===== src/rtl/output_port_scheduler_if.sv =====
// rtl/output_port_scheduler_if.sv - request/grant/commit signals of one output port scheduler
interface output_port_scheduler_if #(
   parameter int NUM_REQ = 4,
   parameter int SEL_W   = 2
);
   logic [NUM_REQ-1:0] req;
   logic               out_empty;
   logic [NUM_REQ-1:0] grant;
   logic [SEL_W-1:0]   sel;
   logic               load;
   logic [NUM_REQ-1:0] clear;
   logic               busy;
   logic               timeout;

   // Scheduler side
   modport master (
      input  req, out_empty,
      output grant, sel, load, clear, busy, timeout
   );

   // Input buffers / output controller side
   modport slave (
      output req, out_empty,
      input  grant, sel, load, clear, busy, timeout
   );
endinterface


===== src/rtl/output_port_scheduler.sv =====
// rtl/output_port_scheduler.sv - round-robin scheduler for one router output port
// Optional grant-hold timeout is enabled by defining ARB_TIMEOUT_EN.
module output_port_scheduler #(
   parameter int NUM_REQ        = 4,
   parameter int SEL_W          = 2,
   parameter int TIMEOUT_CYCLES = 16
) (
   input logic                     clk,
   input logic                     reset,
   output_port_scheduler_if.master bus
);
   typedef enum logic [1:0] {
      S_IDLE   = 2'd0,
      S_GRANT  = 2'd1,
      S_COMMIT = 2'd2
   } state_t;

   state_t             r_state, w_state_nxt;
   logic [SEL_W-1:0]   r_ptr, w_ptr_nxt;
   logic [SEL_W-1:0]   r_sel, w_sel_nxt;
   logic [NUM_REQ-1:0] r_grant, w_grant_nxt;
   logic [NUM_REQ-1:0] r_clear, w_clear_nxt;
   logic               r_load, w_load_nxt;
   logic [SEL_W-1:0]   w_cand [NUM_REQ];
   logic [SEL_W-1:0]   w_winner;
   logic               w_found;
   logic [SEL_W-1:0]   w_sel_inc;
`ifdef ARB_TIMEOUT_EN
   localparam int CNT_W = $clog2(TIMEOUT_CYCLES + 1);
   logic [CNT_W-1:0]   r_wait, w_wait_nxt;
   logic               r_timeout, w_timeout_nxt;
`endif

   // Next pointer after the current owner, wrapping at NUM_REQ
   assign w_sel_inc = (r_sel == SEL_W'(NUM_REQ - 1)) ? '0 : r_sel + SEL_W'(1);

   // Candidate index for each round-robin position, starting at r_ptr
   always_comb begin
      for (int i = 0; i < NUM_REQ; i++) begin
         w_cand[i] = SEL_W'((int'(r_ptr) + i) % NUM_REQ);
      end
   end

   // First pending request in round-robin order
   always_comb begin
      w_winner = r_ptr;
      w_found  = 1'b0;
      for (int i = 0; i < NUM_REQ; i++) begin
         if (!w_found && bus.req[w_cand[i]]) begin
            w_winner = w_cand[i];
            w_found  = 1'b1;
         end
      end
   end

   // Next-state and registered-output logic for IDLE -> GRANT -> COMMIT
   always_comb begin
      w_state_nxt = r_state;
      w_ptr_nxt   = r_ptr;
      w_sel_nxt   = r_sel;
      w_grant_nxt = r_grant;
      w_load_nxt  = 1'b0;
      w_clear_nxt = '0;
`ifdef ARB_TIMEOUT_EN
      w_timeout_nxt = 1'b0;
      w_wait_nxt    = bus.out_empty ? '0 : r_wait;
`endif
      case (r_state)
         S_IDLE: begin
            if (w_found) begin
               w_state_nxt = S_GRANT;
               w_sel_nxt   = w_winner;
               w_grant_nxt = NUM_REQ'(1) << w_winner;
`ifdef ARB_TIMEOUT_EN
               w_wait_nxt  = '0;
`endif
            end
         end
         S_GRANT: begin
            // Withdrawal wins over a free output buffer; ptr keeps its place
            if (!bus.req[r_sel]) begin
               w_state_nxt = S_IDLE;
               w_grant_nxt = '0;
            end else if (bus.out_empty) begin
               w_state_nxt = S_COMMIT;
               w_load_nxt  = 1'b1;
               w_clear_nxt = r_grant;
            end
`ifdef ARB_TIMEOUT_EN
            else if (r_wait == CNT_W'(TIMEOUT_CYCLES - 1)) begin
               // Blocked owner gives up its turn
               w_state_nxt   = S_IDLE;
               w_grant_nxt   = '0;
               w_ptr_nxt     = w_sel_inc;
               w_timeout_nxt = 1'b1;
               w_wait_nxt    = '0;
            end else begin
               w_wait_nxt = r_wait + CNT_W'(1);
            end
`endif
         end
         S_COMMIT: begin
            w_state_nxt = S_IDLE;
            w_grant_nxt = '0;
            w_ptr_nxt   = w_sel_inc;
         end
         default: begin
            w_state_nxt = S_IDLE;
            w_grant_nxt = '0;
         end
      endcase
   end

   // State and output registers; reset aborts any grant or pulse in flight
   always_ff @(posedge clk or negedge reset) begin
      if (!reset) begin
         r_state <= S_IDLE;
         r_ptr   <= '0;
         r_sel   <= '0;
         r_grant <= '0;
         r_clear <= '0;
         r_load  <= 1'b0;
`ifdef ARB_TIMEOUT_EN
         r_wait    <= '0;
         r_timeout <= 1'b0;
`endif
      end else begin
         r_state <= w_state_nxt;
         r_ptr   <= w_ptr_nxt;
         r_sel   <= w_sel_nxt;
         r_grant <= w_grant_nxt;
         r_clear <= w_clear_nxt;
         r_load  <= w_load_nxt;
`ifdef ARB_TIMEOUT_EN
         r_wait    <= w_wait_nxt;
         r_timeout <= w_timeout_nxt;
`endif
      end
   end

   assign bus.grant = r_grant;
   assign bus.sel   = r_sel;
   assign bus.load  = r_load;
   assign bus.clear = r_clear;
   assign bus.busy  = (r_state != S_IDLE);
`ifdef ARB_TIMEOUT_EN
   assign bus.timeout = r_timeout;
`else
   // Grants wait indefinitely, so there is never an abort to report
   assign bus.timeout = 1'b0;
`endif
endmodule

===== src/flat_wrapper.sv =====
// flat-port wrapper written by rule: the top's interface ports become plain ports
module output_port_scheduler_flat 
#(
   parameter int NUM_REQ        = 4,
   parameter int SEL_W          = 2,
   parameter int TIMEOUT_CYCLES = 16
)
  (clk, reset, bus_req, bus_out_empty, bus_grant, bus_sel, bus_load, bus_clear, bus_busy, bus_timeout);
  output_port_scheduler_if #(.NUM_REQ(NUM_REQ), .SEL_W(SEL_W)) bus_i ();
  input logic clk;
  input logic reset;
  input wire logic [$bits(bus_i.req)-1:0] bus_req;
  input wire logic [$bits(bus_i.out_empty)-1:0] bus_out_empty;
  output wire logic [$bits(bus_i.grant)-1:0] bus_grant;
  output wire logic [$bits(bus_i.sel)-1:0] bus_sel;
  output wire logic [$bits(bus_i.load)-1:0] bus_load;
  output wire logic [$bits(bus_i.clear)-1:0] bus_clear;
  output wire logic [$bits(bus_i.busy)-1:0] bus_busy;
  output wire logic [$bits(bus_i.timeout)-1:0] bus_timeout;
  assign bus_i.req = bus_req;
  assign bus_i.out_empty = bus_out_empty;
  assign bus_grant = bus_i.grant;
  assign bus_sel = bus_i.sel;
  assign bus_load = bus_i.load;
  assign bus_clear = bus_i.clear;
  assign bus_busy = bus_i.busy;
  assign bus_timeout = bus_i.timeout;
  output_port_scheduler #(.NUM_REQ(NUM_REQ), .SEL_W(SEL_W), .TIMEOUT_CYCLES(TIMEOUT_CYCLES)) u_core (.clk(clk), .reset(reset), .bus(bus_i));
endmodule

===== config.mk =====
export PLATFORM = sky130hd
export DESIGN_NAME = output_port_scheduler_flat
export DESIGN_NICKNAME = d
export VERILOG_FILES = /design/src/rtl/output_port_scheduler_if.sv /design/src/rtl/output_port_scheduler.sv /design/src/flat_wrapper.sv
export SDC_FILE = /design/constraint.sdc
export NUM_CORES = 1
export LEC_CHECK = 0
export CAP_MARGIN = 20
export CORE_MARGIN = 1
export CORE_UTILIZATION = 30
export CTS_CLUSTER_DIAMETER = 100
export CTS_CLUSTER_SIZE = 24
export DETAILED_ROUTE_END_ITERATION = 12
export HOLD_SLACK_MARGIN = 0.02
export PLACE_DENSITY = 0.51
export RECOVER_POWER = 50
export SKIP_LAST_GASP = 1
export SLEW_MARGIN = 20
export SYNTH_ARGS = -nofsm -noshare
export SYNTH_HDL_FRONTEND = slang
export SYNTH_SLANG_ARGS = --single-unit

===== constraint.sdc =====
create_clock -name clk -period 3.6 [get_ports clk]
set_clock_uncertainty 0.1 [all_clocks]
set_input_delay 0.54 -clock clk [delete_from_list [all_inputs] [get_ports clk]]
set_output_delay 0.54 -clock clk [all_outputs]
set_load 0.03 [all_outputs]

==> metrics.yaml, run 1 <==
status:
  status: "completed"
setup_path:
  r2r_cells: 4
  path_class: "reg2out"
  reg2reg_slack_ns: 1.90
  end_kind: "output pin"
  worstPathMaxFanout: 6
  cp-start-kind: "register"
  required_ns: 2.96
  startpoint: "u_core.r_state[1]"
  r2r-end: "u_core.bus.grant[0]"
  cp.arrival_ns: 1.64
  r2r_start: "u_core.bus.sel[0]"
yosys:
  yosysTopAreaCell: "dfrtp_1"
  synth_area_leaders: "dfrtp_1, and2_1, mux4_2"
  ys_seq_area_share_pct: 53.0
  yosys.area.top_type_share_pct: 53.0
  synthCells: 63
  ys_types: 30
  ys_ff_latch: 15
  syn-num-nets: 71
  syn_area_per_cell_um2: 11.2
  synth_edf_count: 0
  synth-main-ff-cell: "dfrtp_1"
  ys.warnings.count: 0
  syn_area_um2: 708
  synth_async_sr_flop_share_pct: 100
worst_hold_path:
  min_from: "u_core.bus.grant[1]"
  hold_end: "u_core.bus.clear[1]"
  hp-class: "reg2reg"
  min_delay_path_depth: 1
floorplan:
  row_count: 17
  core_mm2: 0.00221
  die_h_um: 50.6
  die_w_um: 50.6
  ioPinCount: 20
  die-area_mm2: 0.00256
  start_util_pct: 32.0
clocking:
  cts_buffer_depth: 2
  clock_sinks: 15
  clk_pin_slew_ns: 0.09
  clock_latency_ns: 0.28
  cts_buffers: 3
  htree_levels: 1
  cts_root_buffer: "clkbuf_4"
  cts_hold_buf: 0
  cts_resized: 0
  post-cts-setup-buffers: 0
  cts_tree: "done"
power_and_ir_drop:
  clockPowerShare_pct: 13.0
  p_sw_mw: 0.291
  netSwitchingFraction_pct: 41.1
  p_per_area_mw_per_mm2: 752
  p_int_mw: 0.416
  p_leak_nw: 0.419
  p_seq_share_pct: 39.3
  fin_total_pwr_mw: 0.707
  comb_power_share_pct: 47.7
  ir_worst_vdd_mv: 0.415
route:
  drtIter0Drc: 3
  wl_um: 1380
  wire_per_inst_um: 12.3
  ant_nets: 0
  first_pass_iters: 4
  vias_per_cell: 4.83
  num_vias: 541
  drc: 0
placed_design:
  place_hpwl_um: 1100
  placed_cells: 108
  numPortBuffers: 18
  gp_congestion: 0.753
sta:
  finalSetupTns_ns: 0
  drv_slew: 0
  slew_headroom_pct: 57.2
  max_freq_mhz: 439
  post-route-period-util_pct: 63.3
  post-route-min-period_ns: 2.28
  setup_viol: 0
  rsz0062_at_grt: "false"
  worst_hold_slack_ns: 0.413
  finalHoldViolCount: 0
  tightest_slew_ns: 0.640
global_route:
  grt_remaining_overflow: 0
  grt_pass1_vias: 527
  grt_pass1_wl_um: 2420
  grtUsageTotal_pct: 13.1
  grt_antenna_before_repair: 0
  grt_max_degree: 16
cells_and_area:
  nets: 93
  mostFrequentLayoutCell: "clkdlybuf4s50_1"
  final_cells: 112
  drive_above_1_share_pct: 8.33
  seq_area_um2: 375
  final_cell_mix: "clkdlybuf4s50_1, dfrtp_1, and2_1, nor2_1, nand2_1"
  syn_to_final_growth_pct: 32.9
  diodes: 0
  final.fill_count: 229
  multi_input_area_um2: 315
run:
  drv_cap: 0
[critical path: stages, from the launching register on]
cell and delay [ns]:
dfrtp_1 0.44, or2_2 0.33, clkdlybuf4s50_1 0.60
[sequential cells by signal, indices dropped and copies added (netlist names)]
register          count
u_core.r_state        2
u_core.r_ptr          2
u_core.bus.sel        2
u_core.bus.grant      4
u_core.bus.load       1
u_core.bus.clear      4
[power groups by stage]
| stage | Combinational [mW] | Clock (mW) | Sequential (mW) |
|---|---|---|---|
| floorplan | 0.159 | 0 | 0.337 |
| global placement | 0.348 | 0 | 0.282 |
| detailed placement | 0.346 | 0 | 0.282 |
| CTS | 0.349 | 0.0993 | 0.279 |
| global route | 0.366 | 0.108 | 0.287 |
| finish | 0.337 | 0.0920 | 0.278 |
[through the flow]
| stage | setup slack [ns] | cell area, um2 | util [%] |
|---|---|---|---|
| after floorplan | 1.81 | 708 | - |
| after global placement | 1.31 | 916 | 41.4 |
| after detailed placement | 1.29 | 916 | 41.4 |
| after CTS | 1.29 | 943 | 42.6 |
| after global routing | 1.23 | 941 | 42.5 |
| final | 1.32 | 941 | 42.5 |
[routing by layer]
metal / GRT usage [%] / up-vias / routed length [um]
met1: 15.1 / 253 / 604
met2: 22.7 / 14 / 685
met5: 0 / - / 0
li1: - / 272 / -
met4: 2.78 / 0 / 8
met3: 5.45 / 2 / 81
[synthesized netlist by cell type (2+ instances only)]
cell type  number
dfrtp_1        15
and2_1          4
nand2_1         4
nor2_1          4
o21ai_0         3
a21oi_1         2
a22o_1          2
a31oi_1         2
and4b_1         2
inv_1           2
nor2b_1         2
o22a_1          2
o2bb2ai_1       2
[cell type report]
class | instances | area share [%]
repair buffers | 18 | 19.1
inverters | 2 | 0.798
multi-input cells | 45 | 33.5
clock buffers | 3 | 2.39
flip-flops and latches | 15 | 39.9
well taps | 28 | 3.72
clock inverters | 1 | 0.532
[kinds of logic (layout without fill, tap and decap cells)]
logic type	Yosys count	in the layout	share of synthesized area (%)
DFF	15	15	53.0
other	1	1	0.530
muxes	3	3	6.18
adders and majority gates	1	1	1.77
and+or+nand+nor	23	23	19.6
buffers and inverters	3	24	2.12
AOI/OAI and AO/OA	17	17	16.8
[worst max-delay path by stage]
stage               slack, ns                  end  cells past startpoint
floorplan                1.81  u_core.bus.grant[0]                      4
global placement         1.31  u_core.bus.grant[0]                      5
detailed placement       1.29  u_core.bus.grant[2]                      5
CTS                      1.29             bus_busy                      2
global route             1.23             bus_busy                      2
finish                   1.32             bus_busy                      2
No activity file was read; power rests on OpenSTA's default activity.
==> inputs of run 2 (changes only) <==
--- a/config.mk
+++ b/config.mk
@@ -12,7 +12,7 @@
 export CTS_CLUSTER_SIZE = 24
 export DETAILED_ROUTE_END_ITERATION = 12
 export HOLD_SLACK_MARGIN = 0.02
-export PLACE_DENSITY = 0.51
+export PLACE_DENSITY = 0.53
 export RECOVER_POWER = 50
 export SKIP_LAST_GASP = 1
 export SLEW_MARGIN = 20
==> constraint.sdc (replaced) <==
create_clock -name clk -period 2 [get_ports clk]
set_clock_uncertainty 0.1 [all_clocks]
set_input_delay 0.3 -clock clk [delete_from_list [all_inputs] [get_ports clk]]
set_output_delay 0.3 -clock clk [all_outputs]
set_load 0.03 [all_outputs]
==> run 2 against run 1 <==
Via count is 5.2% higher. Final area is 5.1% higher. Combinational power is 84% higher. Highest routed layer unchanged. Largest cell class unchanged.
==> metrics.yaml, run 2 (synthesis gave the netlist of run 1 again) <==
status:
  status: "completed"
sta:
  setup_viol: 0  # unchanged
  tightest_slew_ns: 0.760  # +0.119 ns
  post-route-min-period_ns: 1.82
  slew_headroom_pct: 49.4  # -7.8 points
  drv_slew: 0  # unchanged
  finalHoldViolCount: 0  # unchanged
  max_freq_mhz: 549
  rsz0062_at_grt: "false"
  post-route-period-util_pct: 91.0
  finalSetupTns_ns: 0  # unchanged
cells_and_area:
  diodes: 0  # unchanged
  nets: 100  # +7.5%
  final_cells: 119  # +6.3%
  drive_above_1_share_pct: 14.3  # +6.0 points
  syn_to_final_growth_pct: 39.6
  mostFrequentLayoutCell: "clkdlybuf4s50_1"
  final_cell_mix: "clkdlybuf4s50_1, dfrtp_1, buf_4"
  design_area_um2: 988  # +5.1%
setup_path:
  worstPathMaxFanout: 5  # -1
  r2r_cells: 4  # unchanged
  path_class: "reg2out"
  cp.arrival_ns: 1.42  # -0.22 ns
  required_ns: 1.60  # -1.36 ns
  path_buf_inv: 1  # unchanged
  path_depth: 1  # -1
  r2r_start: "u_core.bus.sel[0]"
  reg2reg_slack_ns: 0.31  # -1.59 ns
  cp-start-kind: "register"
  path_cells: "clkdlybuf4s50_1"
  critPathMaxStageDelay_ns: 0.71  # +0.11 ns
  crit_slowest_cell: "clkdlybuf4s50_1"
  end_kind: "output pin"
  r2r-end: "u_core.bus.grant[0]"
  critical-path-top-delay-family: "buffers and inverters"
worst_hold_path:
  min_from: "u_core.r_state[1]"
  min_delay_path_depth: 1  # unchanged
  hold_end: "u_core.r_state[0]"
  hp-class: "reg2reg"
floorplan:
  core_mm2: 0.00221  # unchanged
  ioPinCount: 20  # unchanged
  start_util_pct: 32.0  # unchanged
  row_count: 17  # unchanged
  die_w_um: 50.6  # unchanged
  die-area_mm2: 0.00256  # unchanged
  die_h_um: 50.6  # unchanged
global_route:
  grt_pass1_vias: 508  # -3.6%
  grt_max_degree: 16  # unchanged
  grt_pass1_wl_um: 2220  # -8.3%
  grtUsageTotal_pct: 12.0  # -1.2 points
  grt_antenna_before_repair: 0  # unchanged
  grt_remaining_overflow: 0  # unchanged
power_and_ir_drop:
  p_per_area_mw_per_mm2: 1300  # +73%
  clockPowerShare_pct: 12.9  # about the same
  p_seq_share_pct: 39.0  # -0.3 points
  ir_worst_vdd_mv: 0.765  # +84%
  p_int_mw: 0.760  # +82%
  netSwitchingFraction_pct: 41.0  # -0.097 points
  p_leak_nw: 0.450  # +7.5%
  comb_power_share_pct: 48.2  # +0.5 points
  p_sw_mw: 0.529  # +82%
clocking:
  cts_root_buffer: "clkbuf_4"
  clk_pin_slew_ns: 0.09  # about the same
  clock_latency_ns: 0.27  # about the same
  cts_buffer_depth: 2  # unchanged
  cts_buffers: 3  # unchanged
  clock_sinks: 15  # unchanged
  htree_levels: 1  # unchanged
  post-cts-setup-buffers: 0  # unchanged
  cts_tree: "done"
run:
  drv_cap: 0  # unchanged
route:
  vias_per_cell: 4.78  # -1.0%
  wire_per_inst_um: 11.2  # -8.7%
  num_vias: 569  # +5.2%
  ant_nets: 0  # unchanged
  first_pass_iters: 4  # unchanged
  wl_um: 1340  # -3.0%
  drc: 0  # unchanged
  drtIter0Drc: 5  # +2
placed_design:
  gp_congestion: 0.704  # -6.5%
  place_area_um2: 968  # +5.7%
  numPortBuffers: 18  # unchanged
  placed_cells: 115  # +6.5%
run 2: cell types whose count changed in the layout (fill, tap and decap cells not counted):
cell / previous run / this run
buf_4: 0 / 6
clkbuf_1: 0 / 1
dlygate4sd2_1: 0 / 1
dlygate4sd3_1: 2 / 1
run 2: how the worst max path moves through the flow:
stage,slack (ns),endpoint,start
4_1_cts,0.16,bus_sel[0],u_core.bus.sel[0]
3_3_place_gp,0.06,u_core.bus.grant[0],bus_req[2]
2_1_floorplan,0.21,u_core.bus.grant[0],u_core.bus.sel[0]
5_1_grt,0.12,bus_sel[0],u_core.bus.sel[0]
6_report,0.18,bus_sel[0],u_core.bus.sel[0]
3_5_place_dp,0.05,u_core.bus.grant[0],bus_req[2]
run 2: final cells by class:
cell class / count / area, um2
clock inverter: 1 / 5.00
fill: 223 / 1220
clock buffer: 3 / 22.5
tap: 28 / 35.0
multi-input combinational: 45 / 315
timing repair buffer: 25 / 228
sequential: 15 / 375
inverter: 2 / 7.51
run 2: power groups by stage:
stage / Clock, mW / Sequential [mW] / Combinational [mW]
2_1_floorplan: 0 / 0.607 / 0.287
3_3_place_gp: 0 / 0.511 / 0.643
3_5_place_dp: 0 / 0.510 / 0.647
4_1_cts: 0.176 / 0.505 / 0.640
5_1_grt: 0.192 / 0.520 / 0.669
6_report: 0.166 / 0.502 / 0.621
run 2: what timing repair did:
action,in CTS,in global routing
hold buffers,0,0
gates resized for setup,1,0
endpoints found under the setup margin,1,0
run 2: per-stage QoR:
step	worst slack [ns]	hold WS, ns	total power, mW	util [%]
after floorplan	0.210	-0.0956	0.894	-
after global placement	0.0645	0.402	1.15	43.8
after detailed placement	0.0457	0.403	1.16	43.8
after CTS	0.160	0.226	1.32	45.0
after global routing	0.119	0.439	1.38	44.7
final	0.179	0.416	1.29	44.7
run 2: metal layers:
metal | global-route usage, % | wire length [um] | up-vias | part of all wire (%)
met5 | 0 | 0 | - | 0
met4 | 6.94 | 27 | 0 | 2.0
met3 | 3.03 | 62 | 2 | 4.6
met2 | 19.3 | 643 | 21 | 48
met1 | 14.2 | 604 | 261 | 45
li1 | - | - | 285 | -
==> inputs of run 3 (changes only) <==
--- a/config.mk
+++ b/config.mk
@@ -8,7 +8,6 @@
 export CAP_MARGIN = 20
 export CORE_MARGIN = 1
 export CORE_UTILIZATION = 30
-export CTS_CLUSTER_DIAMETER = 100
 export CTS_CLUSTER_SIZE = 24
 export DETAILED_ROUTE_END_ITERATION = 12
 export HOLD_SLACK_MARGIN = 0.02
==> results of run 3 <==
The final DEF is identical to that of run 2; final timing and power are the same.
